`config.mk`:
```
export PLATFORM = sky130hd
export DESIGN_NAME = snake_engine
export DESIGN_NICKNAME = d
export VERILOG_FILES = /design/src/rtl/snake_pkg.sv /design/src/rtl/snake_seg_ram.sv /design/src/rtl/snake_engine.sv
export SDC_FILE = /design/constraint.sdc
export NUM_CORES = 1
export LEC_CHECK = 0
export CAP_MARGIN = 10
export CORE_MARGIN = 1
export CORE_UTILIZATION = 45
export CTS_CLUSTER_SIZE = 16
export DETAILED_ROUTE_END_ITERATION = 10
export PLACE_DENSITY = 0.71
export REMOVE_ABC_BUFFERS = 1
export SYNTH_ARGS = -nofsm -noshare
export SYNTH_HDL_FRONTEND = slang
export SYNTH_HIERARCHICAL = 1
export SYNTH_SLANG_ARGS = --single-unit
```
`constraint.sdc`:
```
create_clock -name clk -period 6.9 [get_ports clk]
set_input_delay 0.69 -clock clk [delete_from_list [all_inputs] [get_ports clk]]
set_output_delay 0.69 -clock clk [all_outputs]
set_load 0.02 [all_outputs]
```
`src/rtl/snake_pkg.sv`:
```
// snake_pkg: shared types and constants for the snake game-logic engine.
//   dir_t    : movement direction (right, down, left, up)
//   coord_t  : one grid cell {x, y} on the 16x16 board
//   state_t  : engine FSM states
//   step_coord / edge_hit : one-cell move helpers
package snake_pkg;

  localparam int unsigned GRID_DIM = 16;
  localparam int unsigned COORD_W  = 4;
  localparam int unsigned COLOUR_W = 3;

  localparam logic [COLOUR_W-1:0] COLOUR_SNAKE = 3'b010;
  localparam logic [COLOUR_W-1:0] COLOUR_BG    = 3'b000;

  typedef enum logic [1:0] {
    DIR_RIGHT = 2'd0,
    DIR_DOWN  = 2'd1,
    DIR_LEFT  = 2'd2,
    DIR_UP    = 2'd3
  } dir_t;

  typedef struct packed {
    logic [COORD_W-1:0] x;
    logic [COORD_W-1:0] y;
  } coord_t;

  typedef enum logic [2:0] {
    S_RESET_WAIT = 3'd0,
    S_INIT_DRAW  = 3'd1,
    S_IDLE       = 3'd2,
    S_NEXT       = 3'd3,
    S_SCAN       = 3'd4,
    S_ERASE      = 3'd5,
    S_DRAW       = 3'd6,
    S_OVER       = 3'd7
  } state_t;

  // One cell in direction d; 4-bit arithmetic gives the mod-16 wrap.
  function automatic coord_t step_coord(input coord_t c, input dir_t d);
    coord_t n;
    n = c;
    case (d)
      DIR_RIGHT: n.x = c.x + COORD_W'(1);
      DIR_DOWN:  n.y = c.y + COORD_W'(1);
      DIR_LEFT:  n.x = c.x - COORD_W'(1);
      default:   n.y = c.y - COORD_W'(1);
    endcase
    return n;
  endfunction

  // High when a move from c in direction d would leave the grid.
  function automatic logic edge_hit(input coord_t c, input dir_t d);
    logic [COORD_W-1:0] last;
    last = COORD_W'(GRID_DIM - 1);
    case (d)
      DIR_RIGHT: return c.x == last;
      DIR_DOWN:  return c.y == last;
      DIR_LEFT:  return c.x == '0;
      default:   return c.y == '0;
    endcase
  endfunction

endpackage

```
`src/rtl/snake_seg_ram.sv`:
```
// snake_seg_ram: circular body-segment store, MAX_LEN x coord_t.
//   clk, rst            : clock, synchronous active-high reset
//   we_i/waddr_i/wdata_i: single write port
//   raddr_i/rdata_o     : combinational read port
// Reset loads the initial straight snake: head (8,8) at INIT_LEN-1,
// each lower address one column further left.
module snake_seg_ram
  import snake_pkg::*;
#(
  parameter int unsigned MAX_LEN  = 32,
  parameter int unsigned INIT_LEN = 3,
  parameter int unsigned PTR_W    = $clog2(MAX_LEN)
) (
  input  logic             clk,
  input  logic             rst,
  input  logic             we_i,
  input  logic [PTR_W-1:0] waddr_i,
  input  coord_t           wdata_i,
  input  logic [PTR_W-1:0] raddr_i,
  output coord_t           rdata_o
);

  coord_t mem_q [MAX_LEN];

  always_ff @(posedge clk) begin
    if (rst) begin
      for (int i = 0; i < int'(MAX_LEN); i++) begin
        mem_q[i].x <= COORD_W'(9 + i - int'(INIT_LEN));
        mem_q[i].y <= COORD_W'(8);
      end
    end else if (we_i) begin
      mem_q[waddr_i] <= wdata_i;
    end
  end

  assign rdata_o = mem_q[raddr_i];

endmodule

```
`src/rtl/snake_engine.sv`:
```
// snake_engine: snake game logic feeding game_plot with single-cell commands.
//   clk, rst (sync, active-high), start, step, dir/dir_valid, food_x/food_y
//   plot_waitrequest                    : game_plot busy, low = accepted
//   game_plot/game_x/game_y/game_colour : plot command (held until accepted)
//   food_eaten (pulse), game_over (sticky), length, busy
// Optional feature: define SNAKE_WALL_DEATH_EN to end the game when the head
// would cross a grid edge instead of wrapping around.
module snake_engine
  import snake_pkg::*;
#(
  parameter int unsigned             MAX_LEN      = 32,
  parameter int unsigned             INIT_LEN     = 3,
  parameter logic [COLOUR_W-1:0]     SNAKE_COLOUR = COLOUR_SNAKE,
  parameter logic [COLOUR_W-1:0]     BG_COLOUR    = COLOUR_BG
) (
  input  logic                clk,
  input  logic                rst,
  input  logic                start,
  input  logic                step,
  input  logic [1:0]          dir,
  input  logic                dir_valid,
  input  logic [COORD_W-1:0]  food_x,
  input  logic [COORD_W-1:0]  food_y,
  input  logic                plot_waitrequest,
  output logic                game_plot,
  output logic [COORD_W-1:0]  game_x,
  output logic [COORD_W-1:0]  game_y,
  output logic [COLOUR_W-1:0] game_colour,
  output logic                food_eaten,
  output logic                game_over,
  output logic [5:0]          length,
  output logic                busy
);

  localparam int unsigned PTR_W = $clog2(MAX_LEN);
  localparam int unsigned LEN_W = 6;

  state_t               state_q;
  dir_t                 heading_q;
  coord_t               head_q, new_head_q;
  logic                 grow_q;
  logic [PTR_W-1:0]     head_ptr_q, tail_ptr_q, scan_ptr_q;
  logic [LEN_W-1:0]     length_q, scan_cnt_q;
  logic                 game_plot_q, food_eaten_q, game_over_q, busy_q;
  logic [COORD_W-1:0]   game_x_q, game_y_q;
  logic [COLOUR_W-1:0]  game_colour_q;

  coord_t               food_c, next_head_c, rd_data_c;
  logic                 wall_hit_c, eat_c, grow_c, accept_c, seg_we_c, reversal_c;
  logic [PTR_W-1:0]     rd_addr_c;

  assign food_c      = '{x: food_x, y: food_y};
  assign next_head_c = step_coord(head_q, heading_q);
  assign eat_c       = (next_head_c == food_c);
  assign grow_c      = eat_c && (length_q < LEN_W'(MAX_LEN));
  assign accept_c    = game_plot_q && !plot_waitrequest;
  assign seg_we_c    = accept_c && (state_q == S_DRAW);
  assign reversal_c  = (dir == 2'(heading_q ^ DIR_LEFT));
  // Tail is only read while erasing; init draw and scan share scan_ptr.
  assign rd_addr_c   = (state_q == S_ERASE) ? tail_ptr_q : scan_ptr_q;

`ifdef SNAKE_WALL_DEATH_EN
  assign wall_hit_c = edge_hit(head_q, heading_q);
`else
  assign wall_hit_c = 1'b0;
`endif

  snake_seg_ram #(
    .MAX_LEN  (MAX_LEN),
    .INIT_LEN (INIT_LEN),
    .PTR_W    (PTR_W)
  ) u_seg_ram (
    .clk     (clk),
    .rst     (rst),
    .we_i    (seg_we_c),
    .waddr_i (head_ptr_q + PTR_W'(1)),
    .wdata_i (new_head_q),
    .raddr_i (rd_addr_c),
    .rdata_o (rd_data_c)
  );

  // Engine FSM with registered plot interface and status outputs.
  always_ff @(posedge clk) begin
    if (rst) begin
      state_q       <= S_RESET_WAIT;
      heading_q     <= DIR_RIGHT;
      head_q        <= '{x: COORD_W'(8), y: COORD_W'(8)};
      new_head_q    <= '0;
      grow_q        <= 1'b0;
      head_ptr_q    <= PTR_W'(INIT_LEN - 1);
      tail_ptr_q    <= '0;
      scan_ptr_q    <= PTR_W'(INIT_LEN - 1);
      scan_cnt_q    <= LEN_W'(INIT_LEN);
      length_q      <= LEN_W'(INIT_LEN);
      game_plot_q   <= 1'b0;
      game_x_q      <= '0;
      game_y_q      <= '0;
      game_colour_q <= '0;
      food_eaten_q  <= 1'b0;
      game_over_q   <= 1'b0;
      busy_q        <= 1'b0;
    end else begin
      food_eaten_q <= 1'b0;
      if (dir_valid && !reversal_c) heading_q <= dir_t'(dir);

      case (state_q)
        S_RESET_WAIT: begin
          busy_q <= 1'b1;
          if (start) state_q <= S_INIT_DRAW;
        end

        // Draw the initial body head-first, walking scan_ptr toward the tail.
        S_INIT_DRAW: begin
          if (!game_plot_q) begin
            game_plot_q   <= 1'b1;
            game_x_q      <= rd_data_c.x;
            game_y_q      <= rd_data_c.y;
            game_colour_q <= SNAKE_COLOUR;
          end else if (accept_c) begin
            game_plot_q <= 1'b0;
            scan_ptr_q  <= scan_ptr_q - PTR_W'(1);
            scan_cnt_q  <= scan_cnt_q - LEN_W'(1);
            if (scan_cnt_q == LEN_W'(1)) begin
              state_q <= S_IDLE;
              busy_q  <= 1'b0;
            end
          end
        end

        S_IDLE: begin
          if (step) begin
            state_q <= S_NEXT;
            busy_q  <= 1'b1;
          end
        end

        // When not growing the tail vacates this step, so it is not scanned.
        S_NEXT: begin
          new_head_q <= next_head_c;
          scan_ptr_q <= head_ptr_q;
          if (wall_hit_c) begin
            state_q     <= S_OVER;
            game_over_q <= 1'b1;
            busy_q      <= 1'b0;
          end else begin
            food_eaten_q <= eat_c;
            grow_q       <= grow_c;
            scan_cnt_q   <= grow_c ? length_q : length_q - LEN_W'(1);
            state_q      <= S_SCAN;
          end
        end

        S_SCAN: begin
          if (rd_data_c == new_head_q) begin
            state_q     <= S_OVER;
            game_over_q <= 1'b1;
            busy_q      <= 1'b0;
          end else begin
            scan_ptr_q <= scan_ptr_q - PTR_W'(1);
            scan_cnt_q <= scan_cnt_q - LEN_W'(1);
            if (scan_cnt_q == LEN_W'(1)) state_q <= grow_q ? S_DRAW : S_ERASE;
          end
        end

        S_ERASE: begin
          if (!game_plot_q) begin
            game_plot_q   <= 1'b1;
            game_x_q      <= rd_data_c.x;
            game_y_q      <= rd_data_c.y;
            game_colour_q <= BG_COLOUR;
          end else if (accept_c) begin
            game_plot_q <= 1'b0;
            tail_ptr_q  <= tail_ptr_q + PTR_W'(1);
            state_q     <= S_DRAW;
          end
        end

        // The segment store is written on the accepting edge (seg_we_c).
        S_DRAW: begin
          if (!game_plot_q) begin
            game_plot_q   <= 1'b1;
            game_x_q      <= new_head_q.x;
            game_y_q      <= new_head_q.y;
            game_colour_q <= SNAKE_COLOUR;
          end else if (accept_c) begin
            game_plot_q <= 1'b0;
            head_ptr_q  <= head_ptr_q + PTR_W'(1);
            head_q      <= new_head_q;
            if (grow_q) length_q <= length_q + LEN_W'(1);
            state_q     <= S_IDLE;
            busy_q      <= 1'b0;
          end
        end

        S_OVER: begin
          game_plot_q <= 1'b0;
          game_over_q <= 1'b1;
          busy_q      <= 1'b0;
        end

        default: state_q <= S_RESET_WAIT;
      endcase
    end
  end

  assign game_plot   = game_plot_q;
  assign game_x      = game_x_q;
  assign game_y      = game_y_q;
  assign game_colour = game_colour_q;
  assign food_eaten  = food_eaten_q;
  assign game_over   = game_over_q;
  assign length      = length_q;
  assign busy        = busy_q;

endmodule

```
== Word level (Yosys, flattened, before mapping) ==
Memory sizes are Yosys's and may differ from the RTL's.
Cells that the tools add are included.
Operators by class
  add/sub/neg operators: 10
  $mul: 0
  divide/modulo/power cells: 0
  magnitude comparators: 1
  equality and inequality tests: 29
  shifts and indexed selects: 0
  mux-type cells: 55
  bitwise logic cells: 2
  reductions and logical operators: 30
Operators with widths (count)
  2-to-1 mux 3 bit: 13
  case mux 4 bit (2 select lines): 4
  inequality test 2 bit (second input constant): 15
  2-to-1 mux 5 bit: 5
  2-to-1 mux 6 bit: 4
  case mux 3 bit (7 select lines): 1
  case mux 6 bit (3 select lines): 1
  equality test 8 bit: 2
  2-to-1 mux 1 bit: 16
  2-to-1 mux 4 bit: 4
  case mux 5 bit (3 select lines): 1
  equality test 3 bit (second input constant): 4
  AND reduction 3 bit: 4
  subtractor 6 x 1 -> 6 bit (second input constant): 2
  AND reduction 11 bit: 1
  adder 5 x 1 -> 5 bit (second input constant): 2
  adder 4 x 1 -> 4 bit (second input constant): 2
  2-to-1 mux 8 bit: 1
  AND reduction 4 bit: 2
  AND reduction 8 bit: 1
  nonzero test 2 bit: 4
  OR reduction 2 bit: 4
  OR reduction 8 bit: 1
  subtractor 4 x 1 -> 4 bit (second input constant): 2
  24 further kinds: 31
Storage, ports and cells
  bits in registers: 64
  bits in latches: 0
  RAM bits: 256
  ROM bits: 0
  bits of input ports: 16
  word-level logic and storage cells: 147
  memories kept: 1
Memory list
  u_seg_ram.mem_q: depth 32, width 8, rd ports 1, clocked after memory_dff 0, write ports 32, RTL line snake_seg_ram.sv:23  | coord_t mem_q [MAX_LEN];

== Longest topological paths before layout ==
  word-level depth: 8
  depth in mapped cells: 17
  gate-level depth less buffers: 13

== Modules after synthesis ==
The synthesis kept the hierarchy.
Modules (own cells, without submodules)
  snake_seg_ram: instances 1, cells each 747, area an instance 11900.2 sq um
  snake_engine: instances 1, cells each 456, area an instance 3622.2 sq um

== Least setup slack after synthesis ==
Ideal clock, no wire load.
  path kind: reg-to-reg
  start: reg state_q[1]
  end: reg scan_cnt_q[2]
  library setup time: 0.120 ns
  arrival time: 4.492 ns
  required time: 6.780 ns
  setup slack: 2.288 ns
  stages on the path, launching flop included: 17
  buffers on the path: 3
  path through: dfxtp_1 > clkbuf_1 > nor2b_1 > nand2_1 > mux2_2 > clkbuf_1 > buf_1 > mux4_2 > mux4_2 > mux2_2 > xnor2_1 > nand4_1 > nor2_1 > o31ai_2 > o21ai_0 > a221o_1 > o31a_1
RTL lines
  from (decl): RTL line snake_engine.sv:38  | state_t state_q;
  from (signal assigned): RTL line snake_engine.sv:161  | if (scan_cnt_q == LEN_W'(1)) state_q <= grow_q ? S_DRAW : S_ERASE;
  to (signal assigned): RTL line snake_engine.sv:93  | scan_cnt_q <= LEN_W'(INIT_LEN);
  to (signal assigned): RTL line snake_engine.sv:122  | scan_cnt_q <= scan_cnt_q - LEN_W'(1);
  to (signal assigned): RTL line snake_engine.sv:148  | scan_cnt_q <= grow_c ? length_q : length_q - LEN_W'(1);
  to (decl): RTL line snake_engine.sv:43  | logic [LEN_W-1:0] length_q, scan_cnt_q;

==> flow_summary.json <==
{
  "netlist_instances": 1203,
  "r2r_cells": 15,
  "yosysMostFrequentCell": "edfxtp_1",
  "synth_mux_area_share_pct": 13.3,
  "synth_xor_area_share_pct": 2.36,
  "synthSimpleGateAreaFrac_pct": 18.8,
  "fp-row-count": 67,
  "fin_crit_ns": 5.39,
  "intPower_mw": 3.64,
  "r2r_slack_ns": 1.51,
  "worstPathMaxFanout": 33,
  "synth_top_cell_by_area": "edfxtp_1",
  "hold_path_class": "reg2reg",
  "grt_pass1_vias": 9414,
  "synth_area_sq_um": 15500,
  "maxSlewHeadroom_pct": 36.3,
  "avgRoutedWirePerCell_um": 21.6,
  "ys_warn_count": 6,
  "cellPowerDensity_nw_per_um2": 281,
  "startpoint_type": "flip-flop",
  "rsz0062_at_grt": "false",
  "cts_root_buffer": "clkbuf_16",
  "status": "completed",
  "area_growth_pct": 11.4,
  "cts_hold_buffers": 0,
  "fin_setup_tns_ns": 0,
  "p_total_mw": 4.87,
  "clockPowerShare_pct": 37.5,
  "grt_pass1_wl_mm": 55.7,
  "core-area_sq_um": 33700,
  "tightest_slew_ns": 0.952,
  "peakVddDrop_mv": 0.148,
  "numCtsBuffers": 34,
  "cts_max_path_buffers": 3,
  "h-tree-depth": 2,
  "drc_errors": 0,
  "detailroute.via_count": 9644,
  "antenna_found_initial": 1,
  "antenna_left": 0,
  "post-route-period-util_pct": 78.1,
  "maxCapViolations": 0,
  "drt-initial-drc-count": 771,
  "final-hold-violation-count": 0,
  "die_y_um": 188,
  "criticalPathCategory": "reg2reg",
  "avgSynthCellArea_sq_um": 12.9,
  "synth_top_family_by_area": "simple AND/OR/NAND/NOR gates",
  "synth-seq-cells": 318,
  "setup_viol": 0,
  "synth_compound_gate_area_share_pct": 4.07,
  "n_antenna_cell": 0,
  "arrival_ns": 5.79,
  "ys_top_cells_by_area": "edfxtp_1 50%, mux4_2 12%, dfxtp_1 8.0%, and2_1 6.6%, or3_1 3.9%",
  "drv_slew": 0,
  "cts_sinks": 318,
  "hpwl_mm": 23.5,
  "nNetsFinal": 1222,
  "cp_data_required_time_ns": 7.29,
  "vias_per_cell": 5.79,
  "dieArea_sq_um": 35200,
  "worstHoldPathCells": 2,
  "initial_core_util_pct": 46.1,
  "async_flop_share_pct": 0,
  "wl_mm": 35.9,
  "clock_latency_ns": 0.51,
  "fp.dieW_um": 188,
  "yosys-top-cells-count": "256 x edfxtp_1, 163 x and2_1, 97 x or3_1",
  "layout-drive-gt1-share_pct": 16.8,
  "synth-main-ff-cell": "edfxtp_1",
  "hold_slack_ns": 0.472,
  "critPathCaptureType": "flip-flop",
  "ys_types": 61,
  "ios": 37,
  "gp_congestion": 0.861,
  "postCtsSetupBuffers": 0,
  "place_ws_ns": 1.49,
  "p_comb_share_pct": 16.4,
  "synth_top_area_share_pct": 49.5,
  "fmax_ghz": 0.185,
  "synthAdderAreaFrac_pct": 0.935,
  "ctsResizeCount": 0,
  "io_buffers": 34,
  "firstDrtPassIters": 5,
  "power_frac_seq_pct": 46.1,
  "fin_worst_skew_ns": 0.0118,
  "grt_max_degree": 59,
  "synth_edf_count": 256,
  "path_clk_slew_ns": 0.06,
  "final.setup.worst_slack_ns": 1.51,
  "p_leak_nw": 5.59,
  "p_sw_share_pct": 25.3,
  "switchingPower_mw": 1.23,
  "grt_overflow": 0,
  "cts_tree": "built",
  "yosysSeqAreaShare_pct": 57.5,
  "grt_usage_pct": 20.6
}
power groups by stage:
stage	Clock, mW	Sequential (mW)	Combinational [mW]
floorplan	0	2.31	0.497
CTS	1.85	2.25	0.805
detailed placement	0	2.28	0.801
global placement	0	2.28	0.789
finish	1.82	2.24	0.799
global route	1.93	2.26	0.862
metal layers:
metal | global-route usage, % | routed length (um)
met1 | 28.7 | 15400
met5 | 0 | 9
met4 | 5.63 | 844
met3 | 3.56 | 2340
met2 | 33.4 | 17300
critical path, cell delays in order (launching register included):
cell and delay, ns:
dfxtp_1 0.60, nor2b_1 0.37, nand2_1 0.25, mux2_4 0.73, buf_12 0.35, mux4_2 0.54
mux4_2 0.52, mux2_2 0.31, xnor2_1 0.14, nand4_1 0.13, nor2_1 0.10, o31ai_2 0.18
buf_4 0.21, o21ai_0 0.13, a221o_1 0.37, o31a_1 0.30
final timing paths:
kind,start,endpoint
min reg2reg,game_over,game_over
min,game_over,game_over
max reg2reg,state_q[0],scan_cnt_q[2]
max,state_q[0],scan_cnt_q[2]
area by class of cell:
class | instances | area (sq um)
Sequential cell | 318 | 8930
Clock buffer | 46 | 971
Timing Repair Buffer | 53 | 505
Clock inverter | 14 | 139
Inverter | 14 | 52.6
Tap cell | 448 | 561
Fill cell | 2891 | 16400
Multi-Input combinational cell | 774 | 6140
stage by stage:
| stage | util, % | cell area, sq um | instances |
|---|---|---|---|
| after floorplan | - | 15100 | 1106 |
| after global placement | 48.0 | 16200 | 1607 |
| after detailed placement | 48.0 | 16200 | 1607 |
| after CTS | 51.3 | 17300 | 1667 |
| after global routing | 51.3 | 17300 | 1667 |
| final | 51.3 | 17300 | 1667 |
state kept, by name, indices dropped and copies added (netlist names), 2 cells and up:
name	flops
scan_ptr_q	5
game_y	4
scan_cnt_q	6
new_head_q	8
length	6
head_q	8
heading_q	2
game_x	4
state_q	3
head_ptr_q	5
tail_ptr_q	5
u_seg_ram/mem_q	256
cell families after synthesis:
family,Yosys count
compound gates,95
fa+ha+maj,11
other cells,1
xor+xnor,41
mux,104
simple gates,521
flops,318
buf+inv,112
cell usage in the layout (no fill, tap or decap), types with 9 or more instances in the layout:
cell / count
or3_1: 97
mux2_2: 13
a211oi_1: 11
and2_1: 163
nor2_1: 92
clkdlybuf4s50_1: 33
nand3_1: 11
mux2i_1: 9
ha_1: 10
a21oi_1: 31
or2_2: 35
buf_4: 18
clkbuf_16: 37
nand3b_1: 9
mux4_2: 80
xnor2_1: 29
dfxtp_1: 62
a311oi_1: 9
nand2_1: 59
edfxtp_1: 256
xor2_1: 11
inv_1: 14
o21ai_0: 15
nor3_1: 14
(Power assumes the default switching activity.)
